<file path="config.mk">
export PLATFORM = sky130hd
export DESIGN_NAME = instruction_fetch_unit
export DESIGN_NICKNAME = d
export VERILOG_FILES = /design/src/rtl/instruction_fetch_unit.sv
export SDC_FILE = /design/constraint.sdc
export NUM_CORES = 1
export LEC_CHECK = 0
export CAP_MARGIN = 30
export CORE_MARGIN = 1
export CORE_UTILIZATION = 45
export DETAILED_ROUTE_END_ITERATION = 10
export HOLD_SLACK_MARGIN = 0.03
export PLACE_DENSITY_LB_ADDON = 0.3
export SYNTH_ARGS = -nofsm -noshare
export SYNTH_HDL_FRONTEND = slang
export SYNTH_SLANG_ARGS = --single-unit
</file>
<file path="constraint.sdc">
create_clock -name clock -period 2.5 [get_ports clock]
set_input_delay 0.25 -clock clock [delete_from_list [all_inputs] [get_ports clock]]
set_output_delay 0.25 -clock clock [all_outputs]
set_load 0.01 [all_outputs]
</file>
<file path="src/rtl/instruction_fetch_unit.sv">
// instruction_fetch_unit: IF stage owning the PC, the instruction-memory read handshake and branch/exception redirects
module instruction_fetch_unit #(
  parameter logic [31:0] RESET_VECTOR = 32'hBFC0_0000
) (
  input  logic        clock,
  input  logic        reset,
  input  logic        ID_Stall,
  input  logic        ID_IsBranch,
  input  logic        ID_BranchTaken,
  input  logic [31:0] ID_BranchTarget,
  input  logic        Exc_Redirect,
  input  logic [31:0] Exc_Target,
  output logic        InstMem_Read,
  output logic [29:0] InstMem_Address,
  input  logic        InstMem_Ready,
  input  logic [31:0] InstMem_In,
  output logic [31:0] IF_Instruction,
  output logic [31:0] IF_PC,
  output logic [31:0] IF_PCAdd4,
  output logic        IF_IsBDS,
  output logic        IF_Stall,
  output logic        IF_AddrErr
);
  typedef enum logic [1:0] {REQ, HOLD, DISCARD} state_t;
  state_t state, state_n;
  logic [31:0] pc, pc_n, instr, instr_n, br_target, seq_pc, branch_pc;
  logic [29:0] stale_addr;
  logic bds_pending, br_taken, misaligned, advance;
  assign misaligned = |pc[1:0];
  assign advance = state == HOLD && !ID_Stall;
  assign seq_pc = pc + 32'd4;
  assign branch_pc = ID_IsBranch ? (ID_BranchTaken ? ID_BranchTarget : seq_pc)
                   : (bds_pending && br_taken) ? br_target : seq_pc;
  always_comb begin
    state_n = state;
    pc_n = pc;
    instr_n = instr;
    if (Exc_Redirect) begin
      pc_n = Exc_Target;
      state_n = ((state == REQ && !misaligned) || state == DISCARD) && !InstMem_Ready ? DISCARD : REQ;
    end else if (state == REQ && (misaligned || InstMem_Ready)) begin
      state_n = HOLD;
      instr_n = misaligned ? 32'd0 : InstMem_In;
    end else if (state == DISCARD && InstMem_Ready) begin
      state_n = REQ;
    end else if (advance) begin
      state_n = REQ;
      pc_n = branch_pc;
    end
  end
  always_ff @(posedge clock) begin
    if (reset) begin
      state <= REQ;
      pc <= RESET_VECTOR;
      instr <= '0;
      bds_pending <= 1'b0;
      br_taken <= 1'b0;
      br_target <= '0;
      stale_addr <= '0;
    end else begin
      state <= state_n;
      pc <= pc_n;
      instr <= instr_n;
      if (state != DISCARD) stale_addr <= pc[31:2];
      if (Exc_Redirect || advance) begin
        bds_pending <= 1'b0;
        br_taken <= 1'b0;
      end else if (ID_IsBranch && !ID_Stall) begin
        // branch left ID before its delay slot was fetched: remember where to go after the slot
        bds_pending <= 1'b1;
        br_taken <= ID_BranchTaken;
        if (ID_BranchTaken) br_target <= ID_BranchTarget;
      end
    end
  end
  // a stale read keeps its original address even though pc already holds the redirect target
  assign InstMem_Read = !reset && (state == DISCARD || (state == REQ && !misaligned));
  assign InstMem_Address = state == DISCARD ? stale_addr : pc[31:2];
  assign IF_Instruction = state == HOLD ? instr : 32'd0;
  assign IF_PC = pc;
  assign IF_PCAdd4 = seq_pc;
  assign IF_IsBDS = ID_IsBranch | bds_pending;
  assign IF_Stall = state != HOLD;
  assign IF_AddrErr = misaligned;
endmodule
</file>
# == Yosys cells after proc, flatten, opt, wreduce, memory -nomap -nowiden ==
# Cells that the tools add are included.
# word_totals
in_bits,103
reg_bits,130
output_inout_bits,130
# classes
reduce_logical,23
bitwise_logic,3
mux,15
n_eq_ne,6
n_addsub,1
# ops
cell,count
2-to-1 mux 32 bit,9
"adder 32 x 3 -> 32 bit, second input constant",1
2-to-1 mux 30 bit,1
2-to-1 mux 2 bit,5
logical AND 1 bit,8
"!= test 2 bit, second input constant",3
AND reduction 3 bit,2
zero test 1 bit,4
nonzero test 4 bit,1
OR reduction 2 bit,2
logical OR 1 bit,3
"equality test 2 x 1 -> 1 bit, second input constant",1
"equality test 2 bit, second input constant",1
zero test 2 bit,1
"!= test 2 x 1 -> 1 bit, second input constant",1
NOT 1 bit,2
AND reduction 2 bit,1
nonzero test 2 bit,1
OR 1 bit,1

# == Longest topological paths before layout ==
# Gate-level depths: netlist of the first run.
# logic_depth
word_depth,7
ltp_mapped,8
ltp_nobuf,6

# == Worst setup path before layout of the first run ==
# Ideal clock, no wire load.
# synth_path
path_type,register -> register
from,register pc[7] (netlist: IF_PC[7])
to,register pc[29] (netlist: IF_PC[29])
arrival_ps,1998
period_less_slack_ps,2125
n_path_buf,1
slack_ps,375
stages_incl_launch_ff,7
required_time_ps,2373
path_cell_list,dfxtp_1 nand3_4 or4_4 buf_6 nor4_4 nor2_1 or3_1
# synth_via
elab_chain_cells,7
# synth_lines
element,line,source
"start, declared",26,"logic [31:0] pc, pc_n, instr, instr_n, br_target, seq_pc, branch_pc;"
"start signal, assigned",62,pc <= pc_n;
adder 32 x 3 -> 32 bit (*),31,assign seq_pc = pc + 32'd4;
2-to-1 mux 32 bit (on tied branches),"33, 32",
2-to-1 mux 32 bit (*),32,assign branch_pc = ID_IsBranch ? (ID_BranchTaken ? ID_BranchTarget : seq_pc)
2-to-1 mux 32 bit (*),46,end else if (advance) begin
2-to-1 mux 32 bit (*),44,end else if (state == DISCARD && InstMem_Ready) begin
2-to-1 mux 32 bit (*),41,end else if (state == REQ && (misaligned || InstMem_Ready)) begin
2-to-1 mux 32 bit (*),38,if (Exc_Redirect) begin
# Every way passes the cells marked *; elsewhere a longest branch is shown, timed or not. The select of a mux whose other input is x is not followed.
# A chain may end at the register's enable or synchronous reset.

# == Worst setup path after layout of the first run ==
# layout_path
from,register pc[7] (netlist: IF_PC[7])
to,output IF_PCAdd4[31]
# layout_via
elab_chain_cells,1
# layout_lines
element,line,source
adder 32 x 3 -> 32 bit,31,
"end, declared",19,"output logic [31:0] IF_PCAdd4,"
# No other way between the ends.

==> qor.log, run 1 <==
[status] status finished clean
[logic_synthesis] Unique masters post-synth 65
[worst_setup_path] maximum fanout along the worst path 3
[logic_synthesis] Yosys reg bits 130
[timing] Final Skew 7.55 ps
[logic_synthesis] most area-hungry cell type in the Yosys netlist sky130_fd_sc_hd__dfxtp_1
[drt] per-cell via count in the routed design 5.65
[floorplan] I/O pin cnt 233
[worst_setup_path] critical path class reg2out
[clock_network] Skew-Pair Late Insertion Delay 420 ps
[finish] number of diodes 0
[timing] Max Clk Rate 401 MHz
[timing] final setup TNS 0 ps
[clock_network] Root Buffer Master sky130_fd_sc_hd__clkbuf_16
[flow_run] number of max-capacitance violations reported 0
[finish] cell area after layout 9980 sq um
[logic_synthesis] Post-Synthesis Net Count 871
[worst_setup_path] critical path's top delay family simple AND/OR/NAND/NOR gates
[logic_synthesis] EDFF count, synth 0
[finish] post-route core utilization 71.6%
[min_path] worst min-delay path endpoint state[1]
[finish] Synth-to-Final Area Change 54.8%
[worst_setup_path] largest incremental delay on the critical path 540 ps
[worst_setup_path] cell repeated most along the worst path sky130_fd_sc_hd__buf_6
[place] HPWL reported at the end of detailed placement 14900 microns
[worst_setup_path] master of the slowest instance on the critical path sky130_fd_sc_hd__or4_4
[timing] final-report setup violation count 0
[worst_setup_path] reg-to-reg critical path startpoint IF_PC[12]
[floorplan] Vert. Die Dim 122 microns
[logic_synthesis] Post-Synthesis Mean Instance Area 8.40 sq um
[worst_setup_path] chain of cells forming the critical path nand3_4 -> or4_4 -> buf_6 -> buf_6 -> nor4_4 -> xor2_1 -> buf_2
[min_path] origin of the worst min-delay path reset
[worst_setup_path] data arrival time of the critical path 2240 ps
[floorplan] area inside the core boundary 13900 sq um
[place] PortBufs 232
[drt] via total after detailed routing 6868
[min_path] Hold Path Cell Cnt 2
[timing] transition time at the pin with the least slew margin 665 ps
[global_routing] aggregate global routing overflow 0
[global_routing] wire length of the first global-routing pass 33900 microns
[worst_setup_path] type of origin of the critical path register
[logic_synthesis] list of most frequent post-synthesis cells sky130_fd_sc_hd__dfxtp_1 (130), sky130_fd_sc_hd__nand2_1 (114), sky130_fd_sc_hd__and2_1 (67)
[global_routing] largest net degree at the start of global routing 52
[worst_setup_path] Bufs and invs on worst path 3
[worst_setup_path] terminus of the critical flop-to-flop path IF_PC[30]
[logic_synthesis] Ys Warns 0
[min_path] worst min-delay path class in2reg
[timing] final clock period utilization by the worst path 99.7%
[worst_setup_path] flop2flop setup slack 340 ps
[global_routing] via count of the first global-routing pass 6651
[floorplan] initial core utilization 46.2%
[drt] Post-route DRC 0
[place] post-detailed-placement cell area 9250 sq um
[pwr] largest vdd supply drop 0.459 mV
[logic_synthesis] Post-synth top flop sky130_fd_sc_hd__dfxtp_1
[drt] drt total wl 21600 microns
[drt] iteration-0 DRC count of the detailed router 754
[clock_network] CTS tree done
[timing] max_slew headroom 55.5%
[logic_synthesis] ys async rst share 0%
[timing] Period minus WS final 2490 ps
[logic_synthesis] sequential element share of the synthesized area 40.4%
[timing] max-slew violation count 0
[global_routing] total routing usage reported by global routing 29.6%
[worst_setup_path] r2r worst-path depth 8
[pwr] static leakage power 3.95 nW
[pwr] Power Density 572 nW/um^2
[floorplan] die span in x 122 microns
[floorplan] overall die area 14800 sq um
[place] global placer's final weighted congestion 0.905
[clock_network] H-tree depth 4
[timing] setup repair after global routing missed its margin yes
[clock_network] # clock sinks 130
[logic_synthesis] count leader, synth sky130_fd_sc_hd__dfxtp_1
[timing] count of final hold-check violations 0
[logic_synthesis] leading post-synthesis cells by cell area sky130_fd_sc_hd__dfxtp_1 (40%), sky130_fd_sc_hd__nand2_1 (6.6%), sky130_fd_sc_hd__and2_1 (6.5%), sky130_fd_sc_hd__a21oi_1 (4.7%), sky130_fd_sc_hd__a22o_1 (4.4%)
[clock_network] Clock Pin Slew Worst Setup and Hold Paths 50 ps
[drt] DRT Pass-1 Iters 7
[floorplan] number of placement rows 43
[logic_synthesis] area share of the largest cell type after synthesis 40.4%
[clock_network] maximum clock path buffer count 2
[drt] Wirelength per Cell 17.8 microns
[drt] post-route antenna net violation count 0
[finish] share of post-route cells with drive strength above 1 18.4%
[finish] nets@finish 1130
[clock_network] number of clock buffers inserted by TritonCTS 17
[worst_setup_path] worst endpoint required time 2250 ps
[logic_synthesis] cell area after synthesis 6440 sq um
[worst_setup_path] nature of the critical path endpoint output pin
[global_routing] number of antenna violations at the first check in global routing 0
[logic_synthesis] gate count after technology mapping 767
## what timing repair did
item,CTS,global route
setup endpoints to repair,23,28
setup buffers,9,3
pin swaps,12,7
hold buffers,0,0
resized for setup,74,30
gates cloned,0,0
## metrics by stage
stage / hold slack, ps / worst slack [ps] / instances / total power (W)
after floorplan: 376 / 375 / 767 / 0.00280
after global routing: 211 / -58.0 / 1216 / 0.00592
after global placement: 437 / 36.7 / 1174 / 0.00341
after CTS: 191 / -36.7 / 1213 / 0.00570
final: 197 / 6.49 / 1216 / 0.00570
after detailed placement: 447 / 71.8 / 1175 / 0.00343
## flip-flops by register name (all words and copies together) (netlist names)
signal,flops
IF_PC,32
bds_pending,1
br_target,32
stale_addr,30
state,2
instr,32
br_taken,1
## worst max path at each step
| stage | slack, ps | end | cells after the start | start |
|---|---|---|---|---|
| floorplan | 380 | IF_PC[29] | 6 | IF_PC[7] |
| global placement | 40 | instr[4] | 6 | Exc_Redirect |
| detailed placement | 70 | IF_PCAdd4[31] | 5 | IF_PC[9] |
| CTS | -40 | IF_PCAdd4[30] | 6 | IF_PC[11] |
| global route | -60 | IF_PCAdd4[19] | 7 | IF_PC[7] |
| finish | 6 | IF_PCAdd4[31] | 7 | IF_PC[7] |
## cell families after synthesis
logic type | after synthesis | synth area share, %
compound gates | 220 | 23.5
xor+xnor | 26 | 3.53
fa+ha+maj | 1 | 0.194
buf+inv | 83 | 5.15
flops | 130 | 40.4
mux | 26 | 4.47
simple gates | 281 | 22.8
## routing by layer
layer	up-vias	wire length, microns	part of all wire (%)	track usage, %
li1	3249	-	-	-
met1	3190	8700	40	35.9
met2	369	10100	47	47.8
met3	60	2170	10	9.32
met4	0	652	3.0	13.2
met5	-	0	0	0
## layout by cell type (no fill, tap or decap), drive strengths merged, types with 6 or more instances in the layout
cell	count
a211oi	11
a21o	7
a21oi	61
a221o	7
a221oi	21
a22o	32
a22oi	7
and2	67
and3	7
buf	85
clkbuf	27
clkdlybuf4s50	208
dfxtp	130
dlygate4sd2	7
inv	16
mux2	22
nand2	114
nand3	18
nand4	8
nor2	23
nor3	15
nor4	6
o21ai	40
xnor2	17
xor2	9
## power breakdown
| part | switching, W | internal, W | total [W] |
|---|---|---|---|
| Combinational | 0.000515 | 0.000604 | 0.00112 |
| Clock | 0.000890 | 0.00142 | 0.00231 |
| Sequential | 0.0000787 | 0.00220 | 0.00227 |
## area by class of cell
type | instances | area, sq um
Fill cell | 1083 | 3960
Multi-Input combinational cell | 554 | 3670
Timing Repair Buffer | 307 | 2870
Sequential cell | 130 | 2620
Clock buffer | 23 | 478
Tap cell | 180 | 225
Inverter | 16 | 60.1
Clock inverter | 6 | 57.6
Power figures use the tool's default switching activity.
==> run 2, diff against run 1 <==
- CTS_CLUSTER_DIAMETER: default -> 50
==> results of run 2 <==
The final DEF is identical to that of run 1; final timing and power are the same.
